[src/rtl/stopwatch_counter.sv]
// Minutes:seconds stopwatch with up/down counting, wrap or saturate at the terminal value, and a sticky overflow flag.
// Define STOPWATCH_LAP_EN to add the lap-capture ports and registers.
module stopwatch_counter #(
  parameter int unsigned SEC_W   = 6,
  parameter int unsigned MIN_W   = 6,
  parameter int unsigned SEC_MAX = 59,
  parameter int unsigned MIN_MAX = 59,
  parameter bit          WRAP    = 1'b1
) (
  input  logic             clk_i,
  input  logic             reset_ni,
  input  logic             run_i,
  input  logic             tick_i,
  input  logic             dir_i,
  input  logic             clr_i,
  input  logic             load_i,
  input  logic [SEC_W-1:0] load_sec_i,
  input  logic [MIN_W-1:0] load_min_i,
`ifdef STOPWATCH_LAP_EN
  input  logic             lap_i,
  output logic [SEC_W-1:0] lap_sec_o,
  output logic [MIN_W-1:0] lap_min_o,
  output logic             lap_valid_o,
`endif
  output logic [SEC_W-1:0] seconds_o,
  output logic [MIN_W-1:0] minutes_o,
  output logic             terminal_o,
  output logic             ovf_o,
  output logic [1:0]       state_o
);

  typedef enum logic [1:0] {
    IDLE  = 2'd0,
    COUNT = 2'd1,
    DONE  = 2'd2
  } state_e;

  localparam logic [SEC_W-1:0] SMAX = SEC_W'(SEC_MAX);
  localparam logic [MIN_W-1:0] MMAX = MIN_W'(MIN_MAX);

  logic [SEC_W-1:0] sec_q, sec_d;
  logic [MIN_W-1:0] min_q, min_d;
  logic             ovf_q, ovf_d;
  state_e           state_q, state_d;
  logic             at_max, at_zero, sat;

  assign at_max  = (sec_q == SMAX) && (min_q == MMAX);
  assign at_zero = (sec_q == '0) && (min_q == '0);

  always_comb begin
    sec_d   = sec_q;
    min_d   = min_q;
    ovf_d   = ovf_q;
    state_d = state_q;
    sat     = 1'b0;
    if (clr_i) begin
      sec_d   = '0;
      min_d   = '0;
      ovf_d   = 1'b0;
      state_d = IDLE;
    end else if (load_i) begin
      sec_d   = (load_sec_i > SMAX) ? SMAX : load_sec_i;
      min_d   = (load_min_i > MMAX) ? MMAX : load_min_i;
      ovf_d   = 1'b0;
      state_d = IDLE;
    end else begin
      if (state_q == COUNT && tick_i) begin
        if (!dir_i) begin
          if (sec_q < SMAX) begin
            sec_d = sec_q + SEC_W'(1);
          end else if (min_q < MMAX) begin
            sec_d = '0;
            min_d = min_q + MIN_W'(1);
          end else begin
            ovf_d = 1'b1;
            if (WRAP) begin
              sec_d = '0;
              min_d = '0;
            end else begin
              sat = 1'b1;
            end
          end
        end else begin
          if (sec_q > '0) begin
            sec_d = sec_q - SEC_W'(1);
          end else if (min_q > '0) begin
            sec_d = SMAX;
            min_d = min_q - MIN_W'(1);
          end else begin
            ovf_d = 1'b1;
            if (WRAP) begin
              sec_d = SMAX;
              min_d = MMAX;
            end else begin
              sat = 1'b1;
            end
          end
        end
      end
      // A step taken on the same edge as run falling still counts; saturation beats the run check.
      case (state_q)
        IDLE:    if (run_i) state_d = COUNT;
        COUNT:   if (sat) state_d = DONE; else if (!run_i) state_d = IDLE;
        DONE:    state_d = DONE;
        default: state_d = IDLE;
      endcase
    end
  end

  always_ff @(posedge clk_i or negedge reset_ni) begin
    if (!reset_ni) begin
      sec_q   <= '0;
      min_q   <= '0;
      ovf_q   <= 1'b0;
      state_q <= IDLE;
    end else begin
      sec_q   <= sec_d;
      min_q   <= min_d;
      ovf_q   <= ovf_d;
      state_q <= state_d;
    end
  end

  assign seconds_o  = sec_q;
  assign minutes_o  = min_q;
  assign ovf_o      = ovf_q;
  assign state_o    = state_q;
  assign terminal_o = dir_i ? at_zero : at_max;

`ifdef STOPWATCH_LAP_EN
  logic [SEC_W-1:0] lap_sec_q, lap_sec_d;
  logic [MIN_W-1:0] lap_min_q, lap_min_d;
  logic             lap_valid_q, lap_valid_d;

  // Captures the pre-update count, so a lap on a step edge records the old value.
  always_comb begin
    lap_sec_d   = lap_sec_q;
    lap_min_d   = lap_min_q;
    lap_valid_d = 1'b0;
    if (clr_i) begin
      lap_sec_d = '0;
      lap_min_d = '0;
    end else if (lap_i) begin
      lap_sec_d   = sec_q;
      lap_min_d   = min_q;
      lap_valid_d = 1'b1;
    end
  end

  always_ff @(posedge clk_i or negedge reset_ni) begin
    if (!reset_ni) begin
      lap_sec_q   <= '0;
      lap_min_q   <= '0;
      lap_valid_q <= 1'b0;
    end else begin
      lap_sec_q   <= lap_sec_d;
      lap_min_q   <= lap_min_d;
      lap_valid_q <= lap_valid_d;
    end
  end

  assign lap_sec_o   = lap_sec_q;
  assign lap_min_o   = lap_min_q;
  assign lap_valid_o = lap_valid_q;
`endif

endmodule
[config.mk]
export PLATFORM = sky130hd
export DESIGN_NAME = stopwatch_counter
export DESIGN_NICKNAME = d
export VERILOG_FILES = /design/src/rtl/stopwatch_counter.sv
export SDC_FILE = /design/constraint.sdc
export NUM_CORES = 1
export LEC_CHECK = 0
export ABC_AREA = 0
export CORE_ASPECT_RATIO = 1.5
export CORE_UTILIZATION = 25
export CTS_CLUSTER_DIAMETER = 30
export DETAILED_ROUTE_END_ITERATION = 8
export HOLD_SLACK_MARGIN = 0.12
export RECOVER_POWER = 25
export SLEW_MARGIN = 20
export SYNTH_ARGS = -nofsm -noshare
export SYNTH_HDL_FRONTEND = slang
export SYNTH_SLANG_ARGS = --single-unit
[constraint.sdc]
create_clock -name clk_i -period 6 [get_ports clk_i]
set_input_delay 0.9 -clock clk_i [delete_from_list [all_inputs] [get_ports clk_i]]
set_output_delay 0.9 -clock clk_i [all_outputs]
set_load 0.05 [all_outputs]
Yosys cells after proc, flatten, opt, wreduce, memory -nomap -nowiden
Index checks and enable logic that the tools add are counted.
{"block": "word_totals", "reg_bits": 15}
{"block": "op_classes", "reduce_logical": 10, "n_lt_le_gt_ge": 6, "n_eq_ne": 10, "n_addsub": 4, "n_mux": 33}
{"operator": "$mux 6", "count": 16}
{"operator": "$ne 4x4->1 const B", "count": 5}
{"operator": "$add 6x1->6 const B", "count": 2}
{"operator": "$eq 6x6->1 const B", "count": 2}
{"operator": "$gt 6x1->1 const B", "count": 2}
{"operator": "$gt 6x6->1 const B", "count": 2}
{"operator": "$logic_not 6->1", "count": 2}
{"operator": "$lt 6x6->1 const B", "count": 2}
{"operator": "$sub 6x1->6 const B", "count": 2}
{"operator": "$mux 1", "count": 11}
{"operator": "$mux 2", "count": 5}
{"operator": "$pmux 2 s3", "count": 1}
{"operator": "$ne 5x4->1 const B", "count": 1}
{"operator": "$reduce_and 5->1", "count": 1}
{"operator": "$logic_and 1x1->1", "count": 3}
{"operator": "$reduce_and 3->1", "count": 1}
{"operator": "$reduce_bool 3->1", "count": 1}
{"operator": "$eq 2x1->1 const B", "count": 1}
{"operator": "$eq 2x2->1 const B", "count": 1}
{"operator": "$logic_not 2->1", "count": 1}
{"operator": "$reduce_and 2->1", "count": 1}

Depth between registers and ports, before layout
Gate-level depths: netlist (run 1).
{"block": "logic_depth", "word_depth": 7, "depth_mapped": 7, "depth_no_buf": 7}

Worst setup path after synthesis (run 1)
No wires, ideal clock.
{"block": "synth_timing", "kind": "input port to output port", "startpoint": "input port dir_i", "endpoint": "output port terminal_o", "cell_stages": 5, "slack_ps": 2339, "arrival_ps": 2761, "cell_sequence": "buf_2 buf_2 nor3b_1 nand3_1 o32ai_1"}
{"block": "synth_via", "elab_chain_len": 1}
{"item": "start: declaration", "line_no": "14", "rtl": "input logic dir_i,"}
{"item": "$mux 1", "line_no": "128", "rtl": "assign terminal_o = dir_i ? at_zero : at_max;"}
{"item": "end: declaration", "line_no": "27", "rtl": "output logic terminal_o,"}
No other way between the ends.

Final worst setup path (run 1)
Same ends and word-level chain as after synthesis.

==> PnR_summary.wiki, run 1 <==
{| class="wikitable"
! Metric !! Value
|-
| Outcome || completed
|-
| Critical Path, Cell by Cell || clkdlybuf4s50_1 -> nor3b_2 -> nand2_1 -> o32ai_1 -> clkdlybuf4s50_1
|-
| Portion of the post-synthesis area used by sequential elements || 0.2646
|-
| Net total in the final layout || ~230
|-
| Largest net degree at the start of global routing || 25
|-
| PostCTS Resize Cnt || 0
|-
| Count of inserted antenna diode cells || 0
|-
| Distinct cell type count of the synthesized netlist || 62
|-
| Via density || about 5.4
|-
| Final Instance Area || 1839 µm²
|-
| Number of port buffers || 34
|-
| Sum of internal, switching and leakage power || between 0.3 and 0.4 mW
|-
| Effective utilization at floorplan || 0.2603
|-
| Min Hold Slack || between 400 and 500 ps
|-
| Worst hold endpoint || state_o[1]
|-
| Endpoint of the most critical register-to-register path || minutes_o[1]
|-
| Number of top-level pins || 35
|-
| Share of flip-flops with an asynchronous set or reset after synthesis || 1.000
|-
| Worst setup EP type || output port
|-
| Clock skew || approximately 2.8 ps
|-
| Source of the critical timing path || dir_i
|-
| Max Clk Rate || roughly 0.23 GHz
|-
| Number of violations reported at the end of detailed-routing iteration 0 || 84
|-
| Power per Cell Area || 196.0 nW/µm²
|-
| Via count of the first global-routing pass || 1405
|-
| Cell at the slowest stage of the critical path || sky130_fd_sc_hd__clkdlybuf4s50_1
|-
| Reg-to-reg slack, setup || 3700 ps
|-
| Clk root buf || sky130_fd_sc_hd__clkbuf_8
|-
| Worst reg2reg path startpoint || seconds_o[1]
|-
| Startpoint of the lowest-slack hold path || state_o[0]
|-
| Synthesized net count || 196
|-
| Rel. slew slack || 0.4437
|-
| Count of pins over their slew limit || 0
|-
| Latest clock arrival within the worst-skew pair || around 250 ps
|-
| Worst Path Max Fanout || 24
|-
| Hold WC Path Type || flop to flop
|-
| Register bit total from synthesis || 15
|-
| Number of vias after detailed routing || roughly 1500
|-
| All-layer global routing usage || 0.1464
|-
| Clock buffer count from CTS || 3
|-
| CTS sink cnt || 15
|-
| DPL Wire Length || 3141 µm
|-
| Post-DRT Antenna Nets || 0
|-
| Placement Cell Area || approximately 1800 µm²
|-
| Quantity of hold-fixing buffers added after cts || 0
|-
| Family with the most delay on the worst path || buffers and inverters
|-
| Initial antenna violation count || 0
|-
| Share of layout cells above drive strength 1 || 0.07000
|-
| Buffers from clock root to sink, at most || 2
|-
| Wire length of the first global-routing pass || around 6800 µm
|-
| Post-route minimum period || 4420 ps
|-
| Period utilization || 0.7366
|-
| Main synth FF type || sky130_fd_sc_hd__dfrtp_1
|-
| Detailed Routing Iterations Pass 1 || 4
|-
| Final estimated routing congestion in global placement || approximately 0.85
|-
| Sum Neg Setup Slack || 0 ps
|-
| Fin cells || between 200 and 300
|-
| Gate count after technology mapping || about 170
|-
| Classification of the worst setup path || input port to output port
|-
| Synth Area per Inst || between 8 and 9 µm²
|-
| Clk slew on worst S/H paths || 70 ps
|-
| Netlist area before placement || 1419 µm²
|-
| Critical path arrival || 3520 ps
|-
| Area growth from synthesis to layout || 29.63%
|-
| Deepest level of the CTS H-tree || 1
|-
| Final-report setup violation count || 0
|-
| Cell Count Post-Placement || roughly 270
|-
| Core region area || roughly 5500 µm²
|-
| DR WL/cell || about 16 µm
|-
| Post-route DRC violation count || 0
|-
| Die area || 5987 µm²
|-
| Setup bufs post-CTS || 0
|-
| CP max stage delay || 1010 ps
|-
| Actual slew at the worst max-slew pin || a little over 800 ps
|-
| Cell mode on critical path || sky130_fd_sc_hd__clkdlybuf4s50_1
|-
| Max VDD drop || just over 0.00007 V
|-
| Pleak || 0.7191 nW
|-
| Die Width || 63.51 µm
|-
| Final hold violation count || 0
|-
| Number of flops mapped to enable cells by yosys || 0
|-
| Die height || 94.27 µm
|-
| # rows || 33
|-
| Setup ws final || ~1600 ps
|-
| Unrepaired setup endpoints after global routing || no
|-
| Core occupancy in the finished layout || 0.3375
|-
| Data required time of the worst path || 5100 ps
|-
| CP bufs+invs || 2
|-
| Setup crit start kind || input port
|-
| Pre-CTS setup slack || between 1500 and 2000 ps
|-
| Synth Warn # || 0
|-
| CTS tree || done
|-
| Reg2reg path depth || 7
|-
| Final wirelength || ~4200 µm
|-
| Total global routing overflow || 0
|-
| Worst Hold Depth || 1
|-
| MaxCap Viol Count || 0
|}
Yosys cell counts, drive strengths merged (2+ instances only):
master / number / area, µm²
a211oi: 3 / 22.52
a21oi: 6 / 30.03
a221o: 3 / 30.03
a22o: 2 / 17.52
a311oi: 2 / 17.52
a32oi: 2 / 17.52
and2: 3 / 21.27
and3: 4 / 26.28
and4: 2 / 20.02
buf: 8 / 50.04
dfrtp: 15 / 375.4
ha: 6 / 75.07
inv: 9 / 33.78
nand2: 6 / 22.52
nand2b: 2 / 12.51
nand3: 11 / 60.06
nor2: 17 / 63.81
nor2b: 3 / 21.27
nor3: 8 / 51.30
nor3b: 6 / 66.31
o211ai: 2 / 15.01
o21a: 3 / 22.52
o21ai: 16 / 83.83
o311ai: 2 / 17.52
o41ai: 3 / 26.28
or3: 2 / 12.51
xnor2: 2 / 17.52
xor2: 2 / 17.52
cells in the final DEF, fill, tap and decap left out, types with 3 or more instances in the layout:
master and instances:
sky130_fd_sc_hd__clkdlybuf4s50_1 33, sky130_fd_sc_hd__nor2_1 17, sky130_fd_sc_hd__dfrtp_1 15, sky130_fd_sc_hd__o21ai_0 12, sky130_fd_sc_hd__nand3_1 10, sky130_fd_sc_hd__inv_1 9, sky130_fd_sc_hd__nor3_1 7, sky130_fd_sc_hd__nand2_1 6
sky130_fd_sc_hd__a21oi_1 6, sky130_fd_sc_hd__ha_1 6, sky130_fd_sc_hd__nor3b_1 3, sky130_fd_sc_hd__o41ai_1 3, sky130_fd_sc_hd__o21a_1 3, sky130_fd_sc_hd__a211oi_1 3, sky130_fd_sc_hd__a221o_1 3, sky130_fd_sc_hd__o21ai_1 3
sky130_fd_sc_hd__and3_1 3, sky130_fd_sc_hd__clkbuf_8 3
registers in the layout, summed over array words and instances, names as in the netlist:
register and cells:
ovf_o 1, seconds_o 6, minutes_o 6, state_o 2
power breakdown:
group / switching [mW] / internal (mW) / total, mW
Sequential: 0.0189 / 0.108 / 0.127
Combinational: 0.0841 / 0.0605 / 0.145
Clock: 0.0428 / 0.0462 / 0.0889
Total: 0.146 / 0.215 / 0.361
worst max path at each step:
stage,to,slack (ps),cells after the start
2_1_floorplan,terminal_o,2340,5
3_3_place_gp,terminal_o,1670,5
3_5_place_dp,terminal_o,1630,5
4_1_cts,terminal_o,1620,5
5_1_grt,terminal_o,1440,5
6_report,terminal_o,1580,5
kinds of logic after synthesis:
| logic type | count (synthesis) | share of synthesized area |
|---|---|---|
| AOI/OAI and AO/OA | 55 | 0.2734 |
| muxes | 2 | 0.01499 |
| adders and majority gates | 6 | 0.05291 |
| DFF | 15 | 0.2646 |
| xor gates and xnor gates | 4 | 0.02470 |
| and+or+nand+nor | 71 | 0.3078 |
| buffers and inverters | 18 | 0.06172 |
routing by layer:
layer  global-route usage  routed length [µm]  up-vias
li1                     -                   -      711
met1               0.1777                1802      706
met2               0.2527                2149       45
met3              0.01699                 160        8
met4              0.07008                 104        0
met5                    0                   0        -
area by class of cell:
| type | instances | area, µm² |
|---|---|---|
| multi-input combinational | 138 | 955.9 |
| clock buffer | 3 | 41.29 |
| inverter | 9 | 33.78 |
| tap | 70 | 87.58 |
| sequential | 15 | 375.4 |
| fill | 602 | 3611 |
| clock inverter | 1 | 5.005 |
| timing repair buffer | 34 | 340.3 |
Note: power is estimated with default switching activity, not from simulation.
==> run 2: changes to the inputs <==
clock period = 4.1 ns   (was 6 ns; I/O delays follow)
==> PnR_summary.wiki, run 2 (synthesis gave the netlist of run 1 again) <==
{| class="wikitable"
! Metric !! Value
|-
| Core occupancy in the finished layout || 0.3388 (+0.001377)
|-
| Net total in the final layout || 227 (+0.44%)
|-
| Combinational cell fraction of total power || 0.403 (+0.002)
|-
| Die Width || 63.51 µm (unchanged)
|-
| Sum Neg Setup Slack || 0 ps (unchanged)
|-
| Cell Count Post-Placement || 267 (+0.38%)
|-
| Pre-CTS setup slack || 851.3 ps (-779.4 ps)
|-
| Via count of the first global-routing pass || 1474 (+4.9%)
|-
| Actual slew at the worst max-slew pin || 758.3 ps (-73.49 ps)
|-
| Clock buffer count from CTS || 3 (unchanged)
|-
| Final estimated routing congestion in global placement || 0.8598 (+1.4%)
|-
| Setup ws final || 816.7 ps (-763.5 ps)
|-
| Post-route minimum period || between 3000 and 4000 ps
|-
| Placement Cell Area || 1800 µm² (+0.42%)
|-
| Unrepaired setup endpoints after global routing || no
|-
| Final hold violation count || 0 (unchanged)
|-
| Count of inserted antenna diode cells || 0 (unchanged)
|-
| Source of the critical timing path || dir_i
|-
| Share of layout cells above drive strength 1 || 0.07463 (+0.004627)
|-
| Area growth from synthesis to layout || 30.16%
|-
| Setup bufs post-CTS || 0 (unchanged)
|-
| Switching share of power || 0.4040 (about the same)
|-
| Number of violations reported at the end of detailed-routing iteration 0 || 47 (-44%)
|-
| Sequential Area || 375.4 µm² (unchanged)
|-
| Clk slew on worst S/H paths || 70 ps (about the same)
|-
| Effective utilization at floorplan || 0.2603 (unchanged)
|-
| Reg-to-reg slack, setup || 1800 ps (-1900 ps)
|-
| Fin cells || 271 (+0.37%)
|-
| Max Clk Rate || around 0.30 GHz
|-
| DPL Wire Length || 3198 µm (+1.8%)
|-
| Power per Cell Area || 286.2 nW/µm² (+46%)
|-
| Classification of the worst setup path || input port to output port
|-
| Number of port buffers || 34 (unchanged)
|-
| Worst Path Max Fanout || 4 (-83%)
|-
| Rel. slew slack || 0.4928 (+0.04906)
|-
| Deepest level of the CTS H-tree || 1 (unchanged)
|-
| Final wirelength || 4284 µm (+1.6%)
|-
| Core region area || 5450 µm² (unchanged)
|-
| Data required time of the worst path || 3480 ps (-1620 ps)
|-
| Total global routing overflow || 0 (unchanged)
|-
| Max VDD drop || 0.0001523 V (+110%)
|-
| Number of fillers in the final layout || 593 (-1.5%)
|-
| DR WL/cell || 15.81 µm (+1.2%)
|-
| Worst reg2reg path startpoint || seconds_o[1]
|-
| Psw || 0.2135 mW (+46%)
|-
| Latest clock arrival within the worst-skew pair || 260 ps (about the same)
|-
| PostCTS Resize Cnt || 0 (unchanged)
|-
| Outcome || completed
|-
| Detailed Routing Iterations Pass 1 || 5 (+1)
|-
| Timing endpoint of the critical path || terminal_o
|-
| Final-report setup violation count || 0 (unchanged)
|-
| Die height || 94.27 µm (unchanged)
|-
| Leading cell type in the layout, fill and taps excluded || sky130_fd_sc_hd__clkdlybuf4s50_1
|-
| Setup crit start kind || input port
|-
| Wire length of the first global-routing pass || 7134 µm (+4.7%)
|-
| Post-DRT Antenna Nets || 0 (unchanged)
|-
| Critical path arrival || 2670 ps (-850 ps)
|-
| Die area || 5987 µm² (unchanged)
|-
| Count of pins over their slew limit || 0 (unchanged)
|-
| Share of total power in sequential cells || 0.352 (about the same)
|-
| Final Instance Area || 1847 µm² (+0.41%)
|-
| Period utilization || 0.8008
|-
| Initial antenna violation count || 0 (unchanged)
|-
| CTS sink cnt || 15 (unchanged)
|-
| Reg2reg path depth || 7 (unchanged)
|-
| Hold WC Path Type || flop to flop
|-
| MaxCap Viol Count || 0 (unchanged)
|-
| Area used by multi-input combinational logic || 955.9 µm² (unchanged)
|-
| Number of vias after detailed routing || 1519 (+3.3%)
|-
| Leading cell types in the layout, fill and taps excluded || sky130_fd_sc_hd__clkdlybuf4s50_1 (33), sky130_fd_sc_hd__nor2_1 (17), sky130_fd_sc_hd__dfrtp_1 (15), sky130_fd_sc_hd__o21ai_0 (12), sky130_fd_sc_hd__nand3_1 (10)
|-
| Buffers from clock root to sink, at most || 2 (unchanged)
|-
| Power Internal || 0.3150 mW (+47%)
|-
| Via density || 5.605 (+3.0%)
|-
| Largest net degree at the start of global routing || 22 (-12%)
|-
| Post-route DRC violation count || 0 (unchanged)
|-
| Worst setup EP type || output port
|-
| Pleak || 0.7239 nW (+0.67%)
|-
| Endpoint of the most critical register-to-register path || minutes_o[1]
|-
| Number of top-level pins || 35 (unchanged)
|-
| All-layer global routing usage || 0.1546 (+0.008122)
|-
| # rows || 33 (unchanged)
|-
| Clock skew || 1.857 ps (-0.9842 ps)
|-
| Clock network power share || 0.245 (-0.002)
|-
| Quantity of hold-fixing buffers added after cts || 0 (unchanged)
|-
| CTS tree || done
|-
| Clk root buf || sky130_fd_sc_hd__clkbuf_8
|}
run 2: how the worst min path moves through the flow:
stage	cells past startpoint	startpoint	slack [ps]	endpoint
after floorplan	0	reset_ni	320	minutes_o[0]
after global placement	1	state_o[0]	450	state_o[1]
after detailed placement	1	state_o[0]	460	state_o[1]
after CTS	1	state_o[0]	470	state_o[1]
after global routing	1	state_o[0]	480	state_o[1]
final	1	state_o[0]	460	state_o[1]
run 2: worst max-delay path: stages:
cell,delay (ps)
sky130_fd_sc_hd__clkdlybuf4s50_1,480
sky130_fd_sc_hd__nor3b_1,230
sky130_fd_sc_hd__nand3_1,100
sky130_fd_sc_hd__o32ai_1,370
sky130_fd_sc_hd__clkdlybuf4s50_1,870
run 2: final cells by class:
type | instances | share of cell area
Clock buffer | 3 | 0.02236
Timing Repair Buffer | 35 | 0.1883
Multi-Input combinational cell | 138 | 0.5176
Clock inverter | 1 | 0.002710
Tap cell | 70 | 0.04743
Inverter | 9 | 0.01829
Sequential cell | 15 | 0.2033
run 2: power groups by stage:
stage                     logic [mW]  registers, mW  clock network (mW)
after CTS                      0.213          0.185               0.136
after floorplan                0.119          0.210                   0
after detailed placement       0.211          0.189                   0
after global routing           0.234          0.189               0.142
final                          0.213          0.186               0.129
after global placement         0.211          0.189                   0
run 2: metrics by stage:
stage	total power, mW	hold WS [ps]
finish	0.5285	459.4
global route	0.5645	479.0
CTS	0.5347	467.6
detailed placement	0.3999	458.5
global placement	0.4001	453.4
floorplan	0.3293	319.4
run 2: layer usage:
metal,wire length (µm),share of wire,global-route usage
met1,1785,0.42,0.1814
met2,2106,0.49,0.2606
met3,201,0.047,0.02306
met4,191,0.045,0.09470
met5,0,0,0
==> run 3: changes to the inputs <==
clock period = 3.1 ns   (was 4.1 ns; I/O delays follow)
==> PnR_summary.wiki, run 3 (synthesis gave the netlist of run 1 again) <==
{| class="wikitable"
! Metric !! Value
|-
| Outcome || completed
|-
| CTS tree || done
|-
| Die height || 94.27 µm (unchanged)
|-
| Via density || 5.409 (-3.5%)
|-
| Clk slew on worst S/H paths || 70 ps (about the same)
|-
| Pre-CTS setup slack || 686.2 ps (-165.1 ps)
|-
| Deepest level of the CTS H-tree || 1 (unchanged)
|-
| Actual slew at the worst max-slew pin || 770.5 ps (+12.24 ps)
|-
| Effective utilization at floorplan || 0.2603 (unchanged)
|-
| Leading cell type in the layout, fill and taps excluded || sky130_fd_sc_hd__clkdlybuf4s50_1
|-
| Setup crit start kind || flop
|-
| Final-report setup violation count || 0 (unchanged)
|-
| Max Clk Rate || 0.4016 GHz
|-
| Data required time of the worst path || 2630 ps (-850 ps)
|-
| DPL Wire Length || 3349 µm (+4.7%)
|-
| Worst Path Max Fanout || 7 (+3)
|-
| Via count of the first global-routing pass || 1471 (-0.20%)
|-
| Sum Neg Setup Slack || 0 ps (unchanged)
|-
| Detailed Routing Iterations Pass 1 || 4 (-1)
|-
| Final estimated routing congestion in global placement || 0.9029 (+5.0%)
|-
| Cell Count Post-Placement || 270 (+1.1%)
|-
| Worst setup EP type || output port
|-
| Net total in the final layout || 230 (+1.3%)
|-
| Final Instance Area || 1879 µm² (+1.8%)
|-
| Unrepaired setup endpoints after global routing || no
|-
| Setup bufs post-CTS || 0 (unchanged)
|-
| # rows || 33 (unchanged)
|-
| Number of port buffers || 34 (unchanged)
|-
| Power per Cell Area || 374.1 nW/µm² (+31%)
|-
| Quantity of hold-fixing buffers added after cts || 0 (unchanged)
|-
| Latest clock arrival within the worst-skew pair || 250 ps (about the same)
|-
| Largest net degree at the start of global routing || 16 (-27%)
|-
| Classification of the worst setup path || flop to output port
|-
| Pleak || 0.7435 nW (+2.7%)
|-
| Core region area || 5450 µm² (unchanged)
|-
| Critical path arrival || 2030 ps (-640 ps)
|-
| CP bufs+invs || 1 (-1)
|-
| Post-DRT Antenna Nets || 0 (unchanged)
|-
| Number of top-level pins || 35 (unchanged)
|-
| Number of violations reported at the end of detailed-routing iteration 0 || 70 (+49%)
|-
| Reg-to-reg slack, setup || 790 ps (-1010 ps)
|-
| Critical Path, Cell by Cell || ha_1 -> nor3b_1 -> nand3_1 -> o32ai_1 -> buf_12
|-
| Hold WC Path Type || flop to flop
|-
| Clock skew || 3.673 ps (+1.816 ps)
|-
| Leading cell types in the layout, fill and taps excluded || sky130_fd_sc_hd__clkdlybuf4s50_1 (32), sky130_fd_sc_hd__nor2_1 (17), sky130_fd_sc_hd__dfrtp_1 (15), sky130_fd_sc_hd__o21ai_0 (12), sky130_fd_sc_hd__nand3_1 (10)
|-
| Wire length of the first global-routing pass || 7210 µm (+1.1%)
|-
| Count of inserted antenna diode cells || 0 (unchanged)
|-
| Fin cells || 274 (+1.1%)
|-
| Clock buffer count from CTS || 3 (unchanged)
|-
| Max VDD drop || 0.0002283 V (+50%)
|-
| Area growth from synthesis to layout || 32.45%
|-
| Family with the most delay on the worst path || compound AO/OA/AOI/OAI gates
|-
| CP max stage delay || 510 ps (-360 ps)
|-
| Rel. slew slack || 0.4846 (-0.008187)
|-
| Count of pins over their slew limit || 0 (unchanged)
|-
| All-layer global routing usage || 0.1540 (-0.0005858)
|-
| DR WL/cell || 16.15 µm (+2.1%)
|-
| Share of layout cells above drive strength 1 || 0.09314 (+0.01851)
|-
| Min Hold Slack || 468.4 ps (+9.036 ps)
|-
| Buffers from clock root to sink, at most || 2 (unchanged)
|-
| Period utilization || 0.8033
|-
| Final wirelength || 4424 µm (+3.3%)
|-
| PostCTS Resize Cnt || 0 (unchanged)
|-
| Die area || 5987 µm² (unchanged)
|-
| Total global routing overflow || 0 (unchanged)
|-
| CTS sink cnt || 15 (unchanged)
|-
| MaxCap Viol Count || 0 (unchanged)
|-
| Placement Cell Area || 1833 µm² (+1.8%)
|-
| Cell at the slowest stage of the critical path || sky130_fd_sc_hd__o32ai_1
|-
| Clk root buf || sky130_fd_sc_hd__clkbuf_8
|-
| Post-route minimum period || between 2000 and 2500 ps
|-
| Die Width || 63.51 µm (unchanged)
|-
| Setup ws final || 609.7 ps (-207.0 ps)
|-
| Post-route DRC violation count || 0 (unchanged)
|-
| Number of vias after detailed routing || 1482 (-2.4%)
|-
| Initial antenna violation count || 0 (unchanged)
|-
| Final hold violation count || 0 (unchanged)
|}
==> run 3: changes by cell type in the layout (fill, tap and decap cells not counted), sizes merged <==
cell	before	now
buf	1	5
clkdlybuf4s50	33	32
==> run 3: where the power goes <==
| group | switching, mW | total [mW] | internal [mW] | leakage [nW] |
|---|---|---|---|---|
| clock network | 0.0779 | 0.167 | 0.0891 | 0.0255 |
| logic | 0.168 | 0.290 | 0.122 | 0.518 |
| registers | 0.0369 | 0.246 | 0.209 | 0.200 |
| total | 0.282 | 0.703 | 0.421 | 0.743 |
==> run 3: worst paths after layout <==
path | endpoint | start | cells after the start
setup / recovery | terminal_o | seconds_o[1] | 5
hold / removal | state_o[1] | state_o[0] | 1
setup reg to reg | minutes_o[1] | seconds_o[0] | 7
hold reg to reg | state_o[1] | state_o[0] | 1
max in group asynchronous | minutes_o[2] | reset_ni | 1
min in group asynchronous | seconds_o[5] | reset_ni | 1
==> run 3: final cells by class <==
class                           count  area (µm²)
Clock buffer                        3       41.29
Multi-Input combinational cell    138       955.9
Inverter                            9       33.78
Sequential cell                    15       375.4
Tap cell                           70       87.58
Timing Repair Buffer               38       380.4
Clock inverter                      1       5.005
Fill cell                         583        3571
==> run 3: stage by stage <==
stage,power [mW],util
floorplan,0.4355,-
global route,0.7469,0.3448
detailed placement,0.5364,0.3363
CTS,0.7111,0.3448
finish,0.7030,0.3448
global placement,0.5378,0.3363
==> run 3: worst reg2reg max path: stages (launching register included) <==
cell and delay, ps:
sky130_fd_sc_hd__dfrtp_1 440, sky130_fd_sc_hd__inv_1 170, sky130_fd_sc_hd__ha_1 270, sky130_fd_sc_hd__nor3b_4 170, sky130_fd_sc_hd__and3_2 270, sky130_fd_sc_hd__o21ai_2 310
sky130_fd_sc_hd__and2_4 250, sky130_fd_sc_hd__mux2_1 320
==> run 3: metal layers <==
layer | track usage | routed length, µm | vias up | share of wire
li1 | - | - | 713 | -
met1 | 0.1870 | 1901 | 724 | 0.43
met2 | 0.2686 | 2253 | 37 | 0.51
met3 | 0.01335 | 155 | 8 | 0.035
met4 | 0.07386 | 114 | 0 | 0.026
met5 | 0 | 0 | - | 0
